### config.mk
export PLATFORM = sky130hd
export DESIGN_NAME = filter_mem_banked
export DESIGN_NICKNAME = d
export VERILOG_FILES = /design/src/rtl/filter_mem_banked.sv
export SDC_FILE = /design/constraint.sdc
export NUM_CORES = 1
export LEC_CHECK = 0
export BUFFER_PORTS_ARGS = -buffer_cell sky130_fd_sc_hd__buf_2
export CORE_MARGIN = 3
export CORE_UTILIZATION = 35
export DETAILED_ROUTE_END_ITERATION = 6
export PLACE_DENSITY = 0.62
export SLEW_MARGIN = 0
export SYNTH_ARGS = -nofsm -noshare
export SYNTH_HDL_FRONTEND = slang
export SYNTH_SLANG_ARGS = --single-unit
export TNS_END_PERCENT = 10
### constraint.sdc
create_clock -name clk -period 3.93 [get_ports clk]
set_input_delay 0.9825 -clock clk [delete_from_list [all_inputs] [get_ports clk]]
set_output_delay 0.9825 -clock clk [all_outputs]
set_load 0.1 [all_outputs]
### src/rtl/filter_mem_banked.sv
// filter_mem_banked: DEPTH x DATA_W filter row store with one write port and
// NUM_RD independent read ports, all using valid/ready handshakes.
// Each row has a valid bit. A read of an unwritten row stalls until that row
// is written. A clear pulse invalidates every row between layers.
// Optional feature: define FILTER_MEM_BYPASS_EN to forward same-cycle write
// data to reads of the row being written.
//
// Ports:
//   clk, rst_n       clock; asynchronous active-low reset
//   clear            one-cycle pulse that invalidates all rows
//   wr_valid/ready   write handshake (wr_ready = !clear)
//   wr_addr/data     write row and data
//   rd_req_valid     per-port read request
//   rd_req_ready     per-port request accept (combinational)
//   rd_req_addr      per-port row, port p at [p*ADDR_W +: ADDR_W]
//   rd_data_valid    per-port response valid
//   rd_data_ready    per-port response accept
//   rd_data          per-port response, port p at [p*DATA_W +: DATA_W]
//   err              sticky out-of-range access flag, cleared only by reset
module filter_mem_banked #(
    parameter int unsigned DATA_W = 40,
    parameter int unsigned DEPTH  = 5,
    parameter int unsigned ADDR_W = 3,
    parameter int unsigned NUM_RD = 2
) (
    input  logic                       clk,
    input  logic                       rst_n,
    input  logic                       clear,
    input  logic                       wr_valid,
    output logic                       wr_ready,
    input  logic [ADDR_W-1:0]          wr_addr,
    input  logic [DATA_W-1:0]          wr_data,
    input  logic [NUM_RD-1:0]          rd_req_valid,
    output logic [NUM_RD-1:0]          rd_req_ready,
    input  logic [NUM_RD*ADDR_W-1:0]   rd_req_addr,
    output logic [NUM_RD-1:0]          rd_data_valid,
    input  logic [NUM_RD-1:0]          rd_data_ready,
    output logic [NUM_RD*DATA_W-1:0]   rd_data,
    output logic                       err
);

    // Storage and handshake state
    logic [DATA_W-1:0]        mem_q [DEPTH];
    logic [DEPTH-1:0]         row_valid_q, row_valid_d;
    logic [NUM_RD-1:0]        rd_valid_q, rd_valid_d;
    logic [NUM_RD*DATA_W-1:0] rd_data_q, rd_data_d;
    logic                     err_q, err_d;

    // Write-side decode
    logic wr_fire_c;
    logic wr_in_range_c;

    // Per-port read decode
    logic [ADDR_W-1:0] rd_addr_c [NUM_RD];
    logic [NUM_RD-1:0] rd_in_range_c;
    logic [NUM_RD-1:0] rd_hit_c;
    logic [NUM_RD-1:0] slot_free_c;
    logic [NUM_RD-1:0] req_ready_c;
    logic [NUM_RD-1:0] rd_fire_c;

    // Write accept: a clear cycle blocks writes
    always_comb begin
        wr_fire_c     = wr_valid && !clear;
        wr_in_range_c = 32'(wr_addr) < DEPTH;
    end

    // Per-port request decode and accept
    always_comb begin
        rd_in_range_c = '0;
        rd_hit_c      = '0;
        slot_free_c   = '0;
        req_ready_c   = '0;
        rd_fire_c     = '0;
        for (int unsigned p = 0; p < NUM_RD; p++) begin
            rd_addr_c[p]     = rd_req_addr[p*ADDR_W +: ADDR_W];
            rd_in_range_c[p] = 32'(rd_addr_c[p]) < DEPTH;
`ifdef FILTER_MEM_BYPASS_EN
            // Forward an in-range write landing on the requested row
            rd_hit_c[p]      = wr_fire_c && wr_in_range_c && (wr_addr == rd_addr_c[p]);
`else
            rd_hit_c[p]      = 1'b0;
`endif
            // Response slot is free when empty or being drained this cycle
            slot_free_c[p]   = !rd_valid_q[p] || rd_data_ready[p];
            // Out-of-range reads never stall; they answer zero and flag err
            req_ready_c[p]   = slot_free_c[p] &&
                               (!rd_in_range_c[p] || row_valid_q[rd_addr_c[p]] || rd_hit_c[p]);
            rd_fire_c[p]     = rd_req_valid[p] && req_ready_c[p];
        end
    end

    // Next-state for row valid bits, responses and err
    always_comb begin
        row_valid_d = row_valid_q;
        rd_valid_d  = rd_valid_q;
        rd_data_d   = rd_data_q;
        err_d       = err_q;

        if (clear) begin
            row_valid_d = '0;
        end else if (wr_fire_c && wr_in_range_c) begin
            row_valid_d[wr_addr] = 1'b1;
        end

        if (wr_fire_c && !wr_in_range_c) begin
            err_d = 1'b1;
        end

        for (int unsigned p = 0; p < NUM_RD; p++) begin
            if (rd_fire_c[p]) begin
                // New accept replaces any response drained this cycle
                rd_valid_d[p] = 1'b1;
                if (!rd_in_range_c[p]) begin
                    rd_data_d[p*DATA_W +: DATA_W] = '0;
                    err_d = 1'b1;
                end else if (rd_hit_c[p]) begin
                    rd_data_d[p*DATA_W +: DATA_W] = wr_data;
                end else begin
                    rd_data_d[p*DATA_W +: DATA_W] = mem_q[rd_addr_c[p]];
                end
            end else if (rd_data_ready[p]) begin
                rd_valid_d[p] = 1'b0;
            end
        end
    end

    // Handshake and status registers
    always_ff @(posedge clk or negedge rst_n) begin
        if (!rst_n) begin
            row_valid_q <= '0;
            rd_valid_q  <= '0;
            rd_data_q   <= '0;
            err_q       <= 1'b0;
        end else begin
            row_valid_q <= row_valid_d;
            rd_valid_q  <= rd_valid_d;
            rd_data_q   <= rd_data_d;
            err_q       <= err_d;
        end
    end

    // Data array is intentionally not reset; row_valid gates its use
    always_ff @(posedge clk) begin
        if (wr_fire_c && wr_in_range_c) begin
            mem_q[wr_addr] <= wr_data;
        end
    end

    assign wr_ready      = !clear;
    assign rd_req_ready  = req_ready_c;
    assign rd_data_valid = rd_valid_q;
    assign rd_data       = rd_data_q;
    assign err           = err_q;

endmodule

==> metrics.md <==
| Metric | Value |
|---|---|
| Top Ports | `143` |
| Peak Freq | `299 MHz` |
| Die ar. | `0.0376 mm2` |
| Maxcap violations | `0` |
| Worst r2r dst | `rd_data[67]` |
| Ratio of cells with drive above 1 in the final layout | `0.333` |
| Pin count of the biggest net entering global routing | `78` |
| Fin. max-slew vios | `0` |
| First-pass GRT wire length | `49.7 mm` |
| Worst Tran Pin Value | `969 ps` |
| Lkg Pwr | `0.00552 uW` |
| Post-CTS Hold Fix Bufs | `0` |
| Setup CP Type | `in -> out` |
| Final setup fails | `0` |
| Crit-path cells | `buf_4 -> mux4_2 -> o211a_1 -> buf_2` |
| Post-route setup slack | `586 ps` |
| Worst slew margin | `0.354` |
| Startpoint types | `primary input` |
| Initial antenna violation count | `7` |
| Max clock buf depth | `3` |
| CTS clock-pin slew for the worst setup and hold paths | `60 ps` |
| Buf+Inv Stages, Crit Path | `2` |
| CTS tree | `done` |
| Mapped Area | `0.0124 mm2` |
| CP Data Required Time | `2950 ps` |
| Core region area | `0.0346 mm2` |
| # resized after CTS | `0` |
| Port bufs | `142` |
| Min-delay src | `rd_data[48]` |
| Vias in the first global route | `8261` |
| Clock sink total | `288` |
| NumNets Final | `1032` |
| Seq/Total Area, Yosys | `0.665` |
| Final min period | `3340 ps` |
| Outcome | `finished clean` |
| Slowest stage cell on the critical path | `mux4_2` |
| Simple-gate area share of the yosys netlist | `0.0442` |
| Die Wd | `194 um` |
| Initial Util | `0.357` |
| Reg-to-reg slack, setup | `1710 ps` |
| Vias/cell | `5.33` |
| Hold Path End | `rd_data[48]` |
| Hpwl dp | `20.0 mm` |
| Synthesized flop and latch total | `288` |
| Synth Instances | `842` |
| Worst Reg2Reg Path Length in Cells | `4` |
| Syn_nets | `899` |
| Fin. Hold Viols | `0` |
| Crit end category | `primary output` |
| Avg Cell Area, Syn | `14.7 um2` |
| Reg2reg start | `row_valid_q[3]` |
| Hold Path Class | `reg -> reg` |
| DR pass1 iterations | `6` |
| Vias after detailed routing | `7765` |
| Post-synthesis xor/xnor area fraction | `0` |
| Synth cell types | `43` |
| Total GRT Usage | `0.168` |
| H-tree levels | `1` |
| Max incr delay on CP | `600 ps` |
| Initial DRC Count | `465` |
| Arrival time worst endpoint | `2360 ps` |
| Setup TNS after final layout | `0 ps` |
| Synth Area in Adders | `0` |
| Largest family of logic cells by synthesized area | `multiplexers` |
| Pwr Density | `567 mW/mm2` |
| Area fraction in compound gates after synthesis | `0.120` |
| Tcrit/Tclk final | `0.851` |
| CP top delay family | `multiplexers` |
| Post-place setup slack | `571 ps` |
| Root Buffer | `clkbuf_16` |
| GR Overflow Total | `0` |
| Row cnt | `68` |
| Crit-path max FO | `16` |
| Routability cong. | `0.765` |
| Total chip power | `8270 uW` |
| Peak supply drop | `0.425 mV` |
| Worst-skew pair later-pin latency | `550 ps` |
| CTS buffer count | `31` |
| DR WL/cell | `22.2 um` |
| Antenna Nets Post-Route | `0` |
| Hold path depth | `2` |
| Post CTS Setup Buffer Count | `0` |
| Post-synthesis mux area share | `0.145` |
| Worst Skew | `9.25 ps` |
| Synth-to-Final Area Change | `18.1%` |
| Routed WL | `32.3 mm` |
| Setup repair after global routing missed its margin | `no` |
| Yosys Warn Count | `0` |
| Die Height | `194 um` |
| Residual DRC count | `0` |
## synthesized netlist by cell type (all sizes together)
library cell	instances	area [um2]
mux4	1	22.5
o21a	3	22.5
a22oi	39	293
nand2	44	165
o2111ai	1	15.0
or3	1	6.26
o2bb2ai	40	350
a221oi	39	342
o211a	1	10.0
a31oi	1	6.26
a2bb2oi	1	8.76
edfxtp	200	6010
nor3	2	10.0
nand3b	1	7.51
nand2b	3	18.8
and3	2	12.5
o22ai	2	12.5
nand3	38	190
dfrtp	88	2200
buf	35	195
nor2	7	26.3
nor2b	4	25.0
and2	1	6.26
nor3b	4	35.0
nor4b	1	8.76
a21oi	2	10.0
or4b	1	10.0
o32ai	1	8.76
and3b	2	17.5
clkbuf	31	120
mux2	118	1330
nand4	1	6.26
o21ai	80	400
inv	3	11.3
mux2i	44	440
## sequential cells by signal (all words and copies together), names as in the netlist
name and flops:
mem_q 200, rd_data 80, row_valid_q 5, rd_data_valid 2, err 1
## layout make-up
cell class / count / area (um2)
fill: 3138 / 20000
sequential: 288 / 8210
multi-input combinational: 485 / 3870
timing repair buffer: 166 / 991
clock buffer: 41 / 833
tap: 455 / 569
clock inverter: 16 / 96.3
inverter: 3 / 12.5
antenna: 2 / 5.00
## cells by family after synthesis
kind of cell           Yosys count
and+or+nand+nor                112
DFF                            288
buffers and inverters           69
muxes                          163
AOI/OAI and AO/OA              210
## placed cells by master (no fill, tap or decap), types with 2 or more instances in the layout
master / instances
dfrtp_1: 88
o2bb2ai_1: 40
nor2b_1: 2
nand2b_1: 2
buf_12: 7
diode_2: 2
buf_4: 22
mux2_2: 115
inv_1: 2
mux2i_1: 44
o22ai_1: 2
nor3b_1: 3
nand3_1: 38
buf_2: 137
clkbuf_16: 31
nor2b_4: 2
a22oi_1: 39
mux2_1: 3
edfxtp_1: 200
o21a_1: 3
a21oi_1: 2
nor2_1: 7
o21ai_0: 79
nand2_1: 44
clkinv_2: 5
a221oi_1: 39
clkinv_1: 10
and3b_2: 2
clkbuf_8: 2
clkbuf_1: 8
## tightest hold or removal path, delay by kind of cell (launching register included)
kind / cells / cell delay, ps
flip-flops: 1 / 340
AO/OA/AOI/OAI: 1 / 60
AND/OR/NAND/NOR: 1 / 40
## power by group
| group | internal, uW | total, uW | switching [uW] |
|---|---|---|---|
| clock network | 1540 | 2660 | 1120 |
| logic | 363 | 2030 | 1670 |
| registers | 3460 | 3570 | 109 |
| total | 5370 | 8270 | 2900 |
## per-layer routing
metal | GRT usage | vias to the layer above | wire length [um]
met5 | 0 | - | 71
met4 | 0.0316 | 10 | 469
met3 | 0.0407 | 56 | 2010
met2 | 0.286 | 199 | 15700
met1 | 0.222 | 3916 | 14000
li1 | - | 3584 | -
## how the worst max path moves through the flow
stage,startpoint,end,slack [ps],depth (start not counted)
global route,rd_req_addr[3],rd_req_ready[1],540,4
finish,rd_req_addr[3],rd_req_ready[1],590,4
CTS,rd_req_addr[3],rd_req_ready[1],570,4
detailed placement,rd_req_addr[3],rd_req_ready[1],570,4
global placement,rd_req_addr[3],rd_req_ready[1],570,4
floorplan,clear,mem_q[4][0],740,2
## metrics by stage
step	std cells	cell area (um2)	hold WS, ps	utilization
2_1_floorplan	842	12400	480	-
3_5_place_dp	1397	13700	466	0.394
3_3_place_gp	1397	13700	457	0.394
5_1_grt	1455	14600	494	0.421
6_report	1456	14600	471	0.421
4_1_cts	1454	14600	478	0.421
(Power assumes the default switching activity.)
